**src/rtl/msrh_l1d_rd_arbiter.sv**
```systemverilog
// rtl/msrh_l1d_rd_arbiter.sv - round-robin arbiter sharing the L1D read port among load-side requesters
//
// Purpose:
//   REQ_NUM requesters compete for the single L1D read port. Arbitration is
//   done combinationally in s0. The winner's index is carried into s1 so the
//   L1D response can be steered back to its owner. A requester whose s1
//   access reports a conflict gets priority for exactly one cycle.
//
// Ports:
//   i_clk, i_reset        clock, synchronous active-high reset
//   i_req_valid/paddr     per-requester s0 read requests (paddr flattened, k*PADDR_W)
//   o_req_ready           one-hot grant, same cycle as the request
//   i_s1_kill             per-requester flush of its own s1 access
//   o_l1d_s0_valid/paddr  request to the L1D read port
//   i_l1d_s1_*            s1 result from the L1D
//   o_resp_valid          one-hot s1 response strobe
//   o_resp_hit/miss/conflict/data  broadcast s1 result, qualified by o_resp_valid
//   o_perf_grant_cnt      per-requester 32-bit grant counters (flattened, k*32)
//   o_perf_conflict_cnt   32-bit unkilled-conflict counter
//
// Optional feature: define MSRH_L1D_RD_ARB_PERF_EN to build the performance
// counters. Without it the perf ports are tied to zero and no counter flops exist.

module msrh_l1d_rd_arbiter #(
  parameter int REQ_NUM = 3,
  parameter int PADDR_W = 40,
  parameter int DATA_W  = 64,
  parameter int IDX_W   = (REQ_NUM > 1) ? $clog2(REQ_NUM) : 1
) (
  input  logic                      i_clk,
  input  logic                      i_reset,
  input  logic [REQ_NUM-1:0]        i_req_valid,
  input  logic [REQ_NUM*PADDR_W-1:0] i_req_paddr,
  output logic [REQ_NUM-1:0]        o_req_ready,
  input  logic [REQ_NUM-1:0]        i_s1_kill,
  output logic                      o_l1d_s0_valid,
  output logic [PADDR_W-1:0]        o_l1d_s0_paddr,
  input  logic                      i_l1d_s1_hit,
  input  logic                      i_l1d_s1_miss,
  input  logic                      i_l1d_s1_conflict,
  input  logic [DATA_W-1:0]         i_l1d_s1_data,
  output logic [REQ_NUM-1:0]        o_resp_valid,
  output logic                      o_resp_hit,
  output logic                      o_resp_miss,
  output logic                      o_resp_conflict,
  output logic [DATA_W-1:0]         o_resp_data,
  output logic [REQ_NUM*32-1:0]     o_perf_grant_cnt,
  output logic [31:0]               o_perf_conflict_cnt
);

  logic [IDX_W-1:0] r_rr_ptr;
  logic             r_s1_valid;
  logic [IDX_W-1:0] r_s1_idx;
  logic             r_retry_valid;
  logic [IDX_W-1:0] r_retry_idx;

  logic             rr_found;
  logic [IDX_W-1:0] rr_idx;
  logic             retry_hit;
  logic             grant_any;
  logic [IDX_W-1:0] grant_idx;
  logic             s1_live;
  logic             s1_killed;
  logic             s1_conflict_ok;

  // Round-robin scan starting at r_rr_ptr with wrap.
  always_comb begin
    int scan;
    rr_found = 1'b0;
    rr_idx   = '0;
    scan     = 0;
    for (int i = 0; i < REQ_NUM; i++) begin
      scan = int'(r_rr_ptr) + i;
      if (scan >= REQ_NUM) scan = scan - REQ_NUM;
      if (!rr_found && i_req_valid[scan]) begin
        rr_found = 1'b1;
        rr_idx   = IDX_W'(scan);
      end
    end
  end

  // Reset masks the grant so nothing reaches the L1D while held in reset.
  assign retry_hit = !i_reset && r_retry_valid && i_req_valid[r_retry_idx];
  assign grant_any = !i_reset && (retry_hit || rr_found);
  assign grant_idx = retry_hit ? r_retry_idx : rr_idx;

  assign s1_live        = r_s1_valid && !i_reset;
  assign s1_killed      = i_s1_kill[r_s1_idx];
  assign s1_conflict_ok = r_s1_valid && i_l1d_s1_conflict && !s1_killed;

  always_comb begin
    o_req_ready    = '0;
    o_resp_valid   = '0;
    // Index-0 path when idle; the address is don't-care then.
    o_l1d_s0_paddr = i_req_paddr[PADDR_W-1:0];
    for (int k = 0; k < REQ_NUM; k++) begin
      if (grant_any && grant_idx == IDX_W'(k)) begin
        o_req_ready[k] = 1'b1;
        o_l1d_s0_paddr = i_req_paddr[k*PADDR_W +: PADDR_W];
      end
      if (s1_live && r_s1_idx == IDX_W'(k) && !i_s1_kill[k]) begin
        o_resp_valid[k] = 1'b1;
      end
    end
  end

  assign o_l1d_s0_valid  = grant_any;
  assign o_resp_hit      = i_l1d_s1_hit;
  assign o_resp_miss     = i_l1d_s1_miss;
  assign o_resp_conflict = i_l1d_s1_conflict;
  assign o_resp_data     = i_l1d_s1_data;

  always_ff @(posedge i_clk) begin
    if (i_reset) begin
      r_rr_ptr      <= '0;
      r_s1_valid    <= 1'b0;
      r_s1_idx      <= '0;
      r_retry_valid <= 1'b0;
      r_retry_idx   <= '0;
    end else begin
      // A retry-priority grant does not disturb the fairness pointer.
      if (grant_any && !retry_hit) begin
        r_rr_ptr <= (grant_idx == IDX_W'(REQ_NUM - 1)) ? '0 : grant_idx + 1'b1;
      end
      r_s1_valid    <= grant_any;
      r_s1_idx      <= grant_idx;
      // Priority lives one cycle only; a killed access never arms it.
      r_retry_valid <= s1_conflict_ok;
      r_retry_idx   <= r_s1_idx;
    end
  end

`ifdef MSRH_L1D_RD_ARB_PERF_EN
  logic [31:0] r_grant_cnt [REQ_NUM];
  logic [31:0] r_conflict_cnt;

  always_ff @(posedge i_clk) begin
    if (i_reset) begin
      for (int k = 0; k < REQ_NUM; k++) r_grant_cnt[k] <= '0;
      r_conflict_cnt <= '0;
    end else begin
      for (int k = 0; k < REQ_NUM; k++) begin
        if (i_req_valid[k] && o_req_ready[k]) r_grant_cnt[k] <= r_grant_cnt[k] + 32'd1;
      end
      if (s1_conflict_ok) r_conflict_cnt <= r_conflict_cnt + 32'd1;
    end
  end

  always_comb begin
    o_perf_grant_cnt = '0;
    for (int k = 0; k < REQ_NUM; k++) o_perf_grant_cnt[k*32 +: 32] = r_grant_cnt[k];
  end
  assign o_perf_conflict_cnt = r_conflict_cnt;
`else
  assign o_perf_grant_cnt    = '0;
  assign o_perf_conflict_cnt = '0;
`endif

endmodule
```
**config.mk**
```make
export PLATFORM = sky130hd
export DESIGN_NAME = msrh_l1d_rd_arbiter
export DESIGN_NICKNAME = d
export VERILOG_FILES = /design/src/rtl/msrh_l1d_rd_arbiter.sv
export SDC_FILE = /design/constraint.sdc
export NUM_CORES = 1
export LEC_CHECK = 0
export BUFFER_PORTS_ARGS = -buffer_cell sky130_fd_sc_hd__buf_2
export CAP_MARGIN = 20
export CELL_PAD_IN_SITES_DETAIL_PLACEMENT = 1
export CELL_PAD_IN_SITES_GLOBAL_PLACEMENT = 2
export CORE_AREA = 4 4 168 170
export CTS_CLUSTER_DIAMETER = 150
export DETAILED_ROUTE_END_ITERATION = 12
export DIE_AREA = 0 0 172 174
export PLACE_DENSITY = 0.81
export SETUP_SLACK_MARGIN = 0.05
export SLEW_MARGIN = 20
export SYNTH_ARGS = -nofsm -noshare
export SYNTH_HDL_FRONTEND = slang
export SYNTH_SLANG_ARGS = --single-unit
```
**constraint.sdc**
```tcl
create_clock -name i_clk -period 4.4 [get_ports i_clk]
set_clock_uncertainty 0.05 [all_clocks]
set_input_delay 0.44 -clock i_clk [delete_from_list [all_inputs] [get_ports i_clk]]
set_output_delay 0.44 -clock i_clk [all_outputs]
set_load 0.03 [all_outputs]
```
==> results.txt, run 1 <==
CTS tree: yes
ant diodes: 0
H-tree levels: 1
core area: 26700 sq um
CP peak stage delay: 0.53 ns
CTS Sinks: 8
Hold Buf Count CTS: 0
Layout fillers: 3302
Routed wire per std cell: 14.9 microns
hold path startpoint: i_l1d_s1_conflict
DR vias: 2574
cell with the most instances after synthesis: buf_4
endpoints failing hold: 0
DR DRC count: 0
post-synthesis sequential area ratio: 4.80%
Max Clk Rate: 0.266 GHz
number of global-route vias before repair: 2479
reg2reg path depth: 9
post-CTS setup buffers: 0
Area growth syn-to-layout: 8.13%
cell family with most CP delay: simple AND/OR/NAND/NOR gates
Worst setup EP type: primary output
Row Count: 60
IO Pins: 437
synth cell count leaders: 195 x buf_4, 40 x a2bb2oi_2, 37 x o22ai_2, 8 x dfxtp_1, 8 x nor2_1
setup ws final: 0.636 ns
pin count of the biggest net entering global routing: 46
combinational power share: 82.1%
Worst Tran Pin Value: 0.822 ns
Synth area leaders: buf_4 44%, a2bb2oi_2 18%, o22ai_2 14%
YS warnings: 0
starting DRC count in detailed routing: 59
worst-path fanout max: 32
grt ovf: 0
worst endpoint required time: 3.91 ns
Tcrit/Tclk final: 85.6%
Crit path depth: 10
crit path DAT: 3.27 ns
clock buffer depth: 2
Mapped Avg Cell Area: 9.00 sq um
RSZ-0062 raised after global routing: no
internal cell power: 569 uW
Bufs and invs on worst path: 3
Worst-path clk slew: 0.04 ns
ys flop type: dfxtp_1
chip height: 174 microns
Post-Syn Area: 3340 sq um
ys async rst share: 0%
DIE WIDTH: 172 microns
Min Hold Slack: 0.455 ns
critical path class: flop to primary output
I/O Buffers: 176
post_cts resized: 0
area of the die: 29900 sq um
Total Power: 1.35 mW
Slew headroom: 45.2%
worst setup path startpoint: r_rr_ptr[0]
Startpoint Class: flop
DR pass1 iterations: 4
first-pass GRT wire length: 15100 microns
initial antenna violation count: 0
clk_lat worst skew: 0.23 ns
post-DP HPWL: 10200 microns
crit path capture: o_l1d_s0_paddr[32]
Tmin final: 3.76 ns
status: finished clean
Post-synth EDFFs: 0
Place WS: 0.850 ns
pwr dens: 375 nW/um^2
Psw: 784 uW
GPL Wtd Cong: 0.702
Nets: 664
Global Route Usage Sum: 6.52%
share of layout cells above drive strength 1: 57.3%
Routed WL: 12000 microns
Pins Over Slew Limit: 0
R2R Setup Slk: 1.79 ns
Num CTS Buffers: 3
worst vdd ir: 0.174 mV
final antenna-violating net count: 0
CTS root buffer: clkbuf_16
vias per cell: 3.20
Seq cells post-synth: 8
# setup viols final: 0
crit-path cells: inv_1, ha_1, nand2_1, or3b_1, or4b_4, nand3_2, and2_2, buf_12, a2bb2oi_2, buf_2
Hold Path Class: input pin to flop
initial core utilization: 12.5%
Sw Share: 58.0%
Worst R2R Start: r_rr_ptr[0]
Netlist cell types: 42
max-cap viol count: 0
setup total negative slack: 0 ns
RR Endpoint: r_s1_idx[1]
Mapped Cells: 371
Leakage: 1.72 nW
Yosys top cell by area: buf_4
sequential share of power: 6.8%
Yosys top cell area share: 43.8%
slowest CP cell: or4b_4
Clock Power Share: 11.1%
## kinds of logic (layout without fill, tap and decap cells)
family                     after synthesis  in the layout  synth area share [%]
buffers and inverters                  220            186                  49.5
and+or+nand+nor                         38             38                  7.19
AOI/OAI and AO/OA                       96             96                  35.8
adders and majority gates                3              3                  1.12
muxes                                    5              5                  1.54
DFF                                      8              8                  4.80
other                                    1            128                 0.112
## layout by cell type, fill, tap and decap left out, drive strengths merged, types with 2 or more instances in the layout
master	count
a21oi	3
and2	2
dfxtp	8
nor2	8
buf	179
o21bai	2
nor3b	2
nand2b	3
conb	128
mux2i	4
clkbuf	3
inv	4
nor2b	5
nand2	5
o21ai	3
ha	3
nor4b	3
a2bb2oi	40
o22ai	41
nand3b	2
## per-layer routing
metal	routed length [microns]	share of wire [%]	global-route usage, %	vias up
met4	179	1.5	1.24	0
met3	1940	16	3.07	16
met1	3710	31	5.93	1148
met2	6140	51	12.9	247
met5	0	0	0	-
li1	-	-	-	1163
## stage by stage
step / std cells / util [%] / instance area (sq um)
after floorplan: 498 / - / 3820
after global placement: 802 / 13.2 / 3540
after detailed placement: 802 / 13.2 / 3540
after CTS: 805 / 13.5 / 3610
after global routing: 805 / 13.5 / 3610
final: 805 / 13.5 / 3610
## area by class of cell
class / instances / area, sq um / area share, %
repair buffers: 179 / 916 / 25.4
clock buffers: 3 / 75.1 / 2.08
well taps: 341 / 427 / 11.8
inverters: 4 / 15.0 / 0.416
multi-input cells: 270 / 2020 / 55.9
flip-flops and latches: 8 / 160 / 4.44
## power groups by stage
stage / logic [mW] / registers [mW] / clock network (mW)
2_1_floorplan: 1.10 / 0.0901 / 0
3_3_place_gp: 1.12 / 0.0923 / 0
3_5_place_dp: 1.13 / 0.0927 / 0
4_1_cts: 1.13 / 0.0915 / 0.154
5_1_grt: 1.18 / 0.0931 / 0.156
6_report: 1.11 / 0.0917 / 0.151
## state kept, by name (all words and copies together) (netlist names)
register and flops:
r_rr_ptr 2, r_retry_idx 2, r_s1_idx 2, r_retry_valid 1
r_s1_valid 1
## worst min path at each step
stage / endpoint / slack [ns] / cells past startpoint
floorplan: r_retry_valid / 0.44 / 2
global placement: r_retry_idx[1] / 0.48 / 1
detailed placement: r_retry_idx[1] / 0.48 / 1
CTS: r_retry_valid / 0.45 / 2
global route: r_retry_valid / 0.46 / 2
finish: r_retry_valid / 0.45 / 2
Power figures use the tool's default switching activity.
==> inputs of run 2 (changes only) <==
CTS_BUF_LIST = sky130_fd_sc_hd__clkbuf_4   (was unset)
==> results.txt, run 2 (same netlist as run 1, synthesis figures left out) <==
status: finished clean
endpoints failing hold: 0 (unchanged)
Max Clk Rate: 0.264 GHz (-0.79%)
Worst-path clk slew: 0.06 ns (+0.02 ns)
Tmin final: 3.79 ns (+0.0301 ns)
clk_lat worst skew: 0.25 ns (+0.02 ns)
Place WS: 0.850 ns (unchanged)
crit path DAT: 3.30 ns (+0.03 ns)
post-DP HPWL: 10200 microns (unchanged)
critical path class: flop to primary output
Routed WL: 12000 microns (about the same)
most common cell after layout, fill and taps aside: buf_2
worst-path fanout max: 32 (unchanged)
Worst setup EP type: primary output
Num CTS Buffers: 3 (unchanged)
Row Count: 60 (unchanged)
Hold Buf Count CTS: 0 (unchanged)
CTS root buffer: clkbuf_4
Tcrit/Tclk final: 86.2% (+0.68 points)
RR Endpoint: r_s1_idx[1]
Psw: 774 uW (-1.3%)
number of global-route vias before repair: 2486 (+0.28%)
share of layout cells above drive strength 1: 57.3% (unchanged)
post_cts resized: 0 (unchanged)
first-pass GRT wire length: 15100 microns (-0.28%)
FF+latch area: 160 sq um (unchanged)
DIE WIDTH: 172 microns (unchanged)
setup ws final: 0.606 ns (-0.0301 ns)
Pins Over Slew Limit: 0 (unchanged)
ant diodes: 0 (unchanged)
pin count of the biggest net entering global routing: 46 (unchanged)
sequential share of power: 7.2% (+0.4 points)
commonest non-fill, non-tap cells in the layout: 176 x buf_2, 128 x conb_1, 40 x a2bb2oi_2
reg2reg path depth: 9 (unchanged)
Worst Tran Pin Value: 0.811 ns (-0.0115 ns)
internal cell power: 483 uW (-15%)
CTS tree: yes
worst endpoint required time: 3.91 ns (about the same)
CTS Sinks: 8 (unchanged)
Startpoint Class: flop
worst vdd ir: 0.172 mV (-1.0%)
Total Power: 1.26 mW (-7.1%)
Hold Path Depth: 2 (unchanged)
Regs by FF count: r_retry_idx x2, r_rr_ptr x2, r_s1_idx x2
Layout fillers: 3306 (+0.12%)
area of the die: 29900 sq um (unchanged)
Nets: 664 (unchanged)
Slew headroom: 45.2% (about the same)
multi-input logic area: 2020 sq um (unchanged)
Clock Power Share: 4.4% (-6.7 points)
RSZ-0062 raised after global routing: no
Hold Path Class: input pin to flop
DR pass1 iterations: 4 (unchanged)
placed instance area: 3540 sq um (unchanged)
hold path startpoint: i_l1d_s1_conflict
pwr dens: 353 nW/um^2 (-5.8%)
IO Pins: 437 (unchanged)
initial core utilization: 12.5% (unchanged)
post-CTS setup buffers: 0 (unchanged)
Design Area, Final: 3560 sq um (-1.5%)
core area: 26700 sq um (unchanged)
combinational power share: 88.4% (+6.3 points)
Global Route Usage Sum: 6.52% (unchanged)
final antenna-violating net count: 0 (unchanged)
initial antenna violation count: 0 (unchanged)
DR DRC count: 0 (unchanged)
starting DRC count in detailed routing: 56 (-5.1%)
# setup viols final: 0 (unchanged)
DR vias: 2574 (unchanged)
I/O Buffers: 176 (unchanged)
H-tree levels: 1 (unchanged)
R2R Setup Slk: 1.76 ns (-0.03 ns)
Routed wire per std cell: 14.9 microns (about the same)
max-cap viol count: 0 (unchanged)
chip height: 174 microns (unchanged)
Hold EP: r_retry_valid
Sw Share: 61.6% (+3.6 points)
Leakage: 1.70 nW (-1.3%)
GPL Wtd Cong: 0.702 (unchanged)
vias per cell: 3.20 (unchanged)
grt ovf: 0 (unchanged)
Area growth syn-to-layout: 6.56%
Worst R2R Start: r_rr_ptr[0]
clock buffer depth: 2 (unchanged)
setup total negative slack: 0 ns (unchanged)
[run 2: cell types whose count changed in the layout (fill, tap and decap cells not counted)]
cell	before	now
clkbuf_16	3	0
clkbuf_4	0	3
[run 2: how the worst max path moves through the flow]
stage / from / endpoint / slack, ns / depth (start not counted)
3_5_place_dp: r_rr_ptr[0] / o_l1d_s0_paddr[32] / 0.85 / 10
6_report: r_rr_ptr[0] / o_l1d_s0_paddr[32] / 0.61 / 10
2_1_floorplan: r_rr_ptr[0] / o_req_ready[2] / 1.38 / 9
3_3_place_gp: r_rr_ptr[0] / o_l1d_s0_paddr[32] / 0.88 / 10
5_1_grt: r_rr_ptr[0] / o_l1d_s0_paddr[32] / 0.39 / 10
4_1_cts: r_rr_ptr[0] / o_l1d_s0_paddr[32] / 0.57 / 10
[run 2: power by group through the flow]
stage                     Combinational, mW  Clock, mW  Sequential [mW]
after global routing                   1.18     0.0623           0.0927
after floorplan                        1.10          0           0.0901
after detailed placement               1.13          0           0.0927
after global placement                 1.12          0           0.0923
after CTS                              1.13     0.0603           0.0911
final                                  1.11     0.0552           0.0911
[run 2: final cells by class]
cell class / instances / share of cell area, %
Timing Repair Buffer: 179 / 25.7
Inverter: 4 / 0.422
Multi-Input combinational cell: 270 / 56.7
Clock buffer: 3 / 0.633
Tap cell: 341 / 12.0
Sequential cell: 8 / 4.50
[run 2: worst max-delay path, stage by stage, from the launching register on]
cell       delay (ns)
dfxtp_1          0.33
inv_1            0.07
ha_1             0.43
nand2_1          0.11
or3b_1           0.35
or4b_4           0.53
nand3_2          0.09
and2_2           0.38
buf_12           0.27
a2bb2oi_2        0.19
buf_2            0.23
[run 2: per-stage QoR]
stage	hold WS, ns	util, %	std cells
floorplan	0.441	-	498
global placement	0.476	13.2	802
detailed placement	0.483	13.2	802
CTS	0.419	13.3	805
global route	0.419	13.3	805
finish	0.432	13.3	805
[run 2: routing by layer]
layer / track usage [%] / wire, microns
met1: 5.93 / 3670
met2: 12.9 / 6150
met3: 3.07 / 1970
met4: 1.24 / 175
met5: 0 / 0
==> inputs of run 3 (changes only) <==
--- a/config.mk
+++ b/config.mk
@@ -7,2 +7,3 @@
 export LEC_CHECK = 0
+export ABC_CLOCK_PERIOD_IN_PS = 4400
 export BUFFER_PORTS_ARGS = -buffer_cell sky130_fd_sc_hd__buf_2
==> constraint.sdc (replaced) <==
create_clock -name i_clk -period 4.4 [get_ports i_clk]
set_clock_uncertainty 0.05 [all_clocks]
set_input_delay 0.88 -clock i_clk [delete_from_list [all_inputs] [get_ports i_clk]]
set_output_delay 0.88 -clock i_clk [all_outputs]
set_load 0.03 [all_outputs]
==> results.txt, run 3 (same netlist as run 1, synthesis figures left out) <==
status: finished clean
core area: 26700 sq um (unchanged)
initial antenna violation count: 0 (unchanged)
DR vias: 2641 (+2.6%)
Worst Tran Pin Value: 0.780 ns (-0.0309 ns)
Sw Share: 61.0% (-0.57 points)
chip height: 174 microns (unchanged)
worst endpoint required time: 3.47 ns (-0.44 ns)
critical path class: input pin to primary output
Hold Path Class: flop to flop
commonest non-fill, non-tap cells in the layout: 176 x buf_2, 128 x conb_1, 40 x a2bb2oi_2
hold path startpoint: r_s1_idx[1]
Max Clk Rate: 0.247 GHz (-6.5%)
final antenna-violating net count: 0 (unchanged)
initial core utilization: 12.5% (unchanged)
Worst R2R Start: r_rr_ptr[0]
GPL Wtd Cong: 0.753 (+7.3%)
I/O Buffers: 176 (unchanged)
first-pass GRT wire length: 16100 microns (+6.7%)
combinational power share: 88.5% (about the same)
worst-path fanout max: 43 (+34%)
Worst setup EP type: primary output
post-DP HPWL: 10700 microns (+4.2%)
grt ovf: 0 (unchanged)
Hold EP: r_retry_idx[1]
IO Pins: 437 (unchanged)
worst vdd ir: 0.157 mV (-8.8%)
Routed WL: 12400 microns (+3.4%)
share of layout cells above drive strength 1: 57.5% (+0.18 points)
DIE WIDTH: 172 microns (unchanged)
clock buffer depth: 2 (unchanged)
number of global-route vias before repair: 2622 (+5.5%)
worst setup path startpoint: i_reset
CTS root buffer: clkbuf_4
Hold Path Depth: 1 (-1)
Tmin final: 4.06 ns (+0.262 ns)
Clock Power Share: 4.4% (about the same)
Regs by FF count: r_retry_idx x2, r_rr_ptr x2, r_s1_idx x2
endpoints failing hold: 0 (unchanged)
Total Power: 1.27 mW (+0.95%)
ant diodes: 0 (unchanged)
DR DRC count: 0 (unchanged)
most common cell after layout, fill and taps aside: buf_2
Area growth syn-to-layout: 7.38%
crit path DAT: 3.13 ns (-0.17 ns)
reg2reg path depth: 10 (+1)
DR pass1 iterations: 4 (unchanged)
starting DRC count in detailed routing: 32 (-43%)
R2R Setup Slk: 1.76 ns (about the same)
Worst-path clk slew: 0.05 ns (about the same)
clk_lat worst skew: 0.25 ns (about the same)
Num CTS Buffers: 3 (unchanged)
setup total negative slack: 0 ns (unchanged)
vias per cell: 3.27 (+2.3%)
Hold Buf Count CTS: 0 (unchanged)
pwr dens: 354 nW/um^2 (+0.18%)
sequential share of power: 7.2% (about the same)
Leakage: 1.71 nW (+0.95%)
Startpoint Class: input pin
area of the die: 29900 sq um (unchanged)
post_cts resized: 0 (unchanged)
CTS tree: yes
Row Count: 60 (unchanged)
max-cap viol count: 0 (unchanged)
Pins Over Slew Limit: 0 (unchanged)
Nets: 666 (+0.30%)
RSZ-0062 raised after global routing: no
pin count of the biggest net entering global routing: 46 (unchanged)
internal cell power: 495 uW (+2.4%)
Tcrit/Tclk final: 92.2% (+5.9 points)
Psw: 774 uW (about the same)
Routed wire per std cell: 15.3 microns (+3.1%)
Slew headroom: 48.0% (+2.8 points)
CTS Sinks: 8 (unchanged)
RR Endpoint: r_s1_idx[1]
# setup viols final: 0 (unchanged)
post-CTS setup buffers: 0 (unchanged)
H-tree levels: 1 (unchanged)
Global Route Usage Sum: 6.89% (+0.37 points)
[run 3: cell types whose count changed in the layout (fill, tap and decap cells not counted)]
cell | before | now
buf_12 | 1 | 2
buf_4 | 2 | 3
[run 3: metal layers]
metal  vias to the layer above  global-route usage (%)  wire (microns)
met5                         -                       0               0
met4                         0                    1.80             274
met3                        20                    3.02            2080
met2                       254                    13.6            6320
met1                      1197                    6.30            3690
li1                       1170                       -               -
[run 3: layout make-up]
| cell class | count | area [sq um] |
|---|---|---|
| Timing Repair Buffer | 181 | 943 |
| Multi-Input combinational cell | 270 | 2020 |
| Fill cell | 3294 | 23100 |
| Inverter | 4 | 15.0 |
| Tap cell | 341 | 427 |
| Clock buffer | 3 | 22.5 |
| Sequential cell | 8 | 160 |
[run 3: critical path, cell delays in order]
cell       delay [ns]
buf_2            0.16
nor3b_1          0.29
a21boi_0         0.28
o21bai_1         0.18
and2_4           0.61
o22ai_1          0.23
a2bb2oi_2        0.17
buf_2            0.21
[run 3: metrics by stage]
| stage | util [%] | setup slack [ns] | cells | area [sq um] | hold slack (ns) |
|---|---|---|---|---|---|
| finish | 13.4 | 0.344 | 807 | 3590 | 0.471 |
| global route | 13.4 | 0.131 | 807 | 3590 | 0.510 |
| CTS | 13.4 | 0.308 | 807 | 3590 | 0.478 |
| detailed placement | 13.3 | 0.315 | 804 | 3560 | 0.477 |
| global placement | 13.3 | 0.393 | 804 | 3560 | 0.476 |
| floorplan | - | 0.815 | 498 | 3820 | 0.441 |
[run 3: how the worst max path moves through the flow]
stage,to,depth (start not counted)
2_1_floorplan,o_req_ready[2],7
6_report,o_l1d_s0_paddr[1],8
5_1_grt,o_l1d_s0_paddr[1],8
3_3_place_gp,o_l1d_s0_paddr[28],8
3_5_place_dp,o_l1d_s0_paddr[28],8
4_1_cts,o_l1d_s0_paddr[28],8
[run 3: power groups by stage]
stage,Sequential (mW),Combinational [mW],Clock [mW]
after floorplan,0.0901,1.10,0
after global placement,0.0922,1.13,0
after detailed placement,0.0929,1.14,0
after CTS,0.0913,1.14,0.0580
after global routing,0.0931,1.20,0.0596
final,0.0908,1.12,0.0555
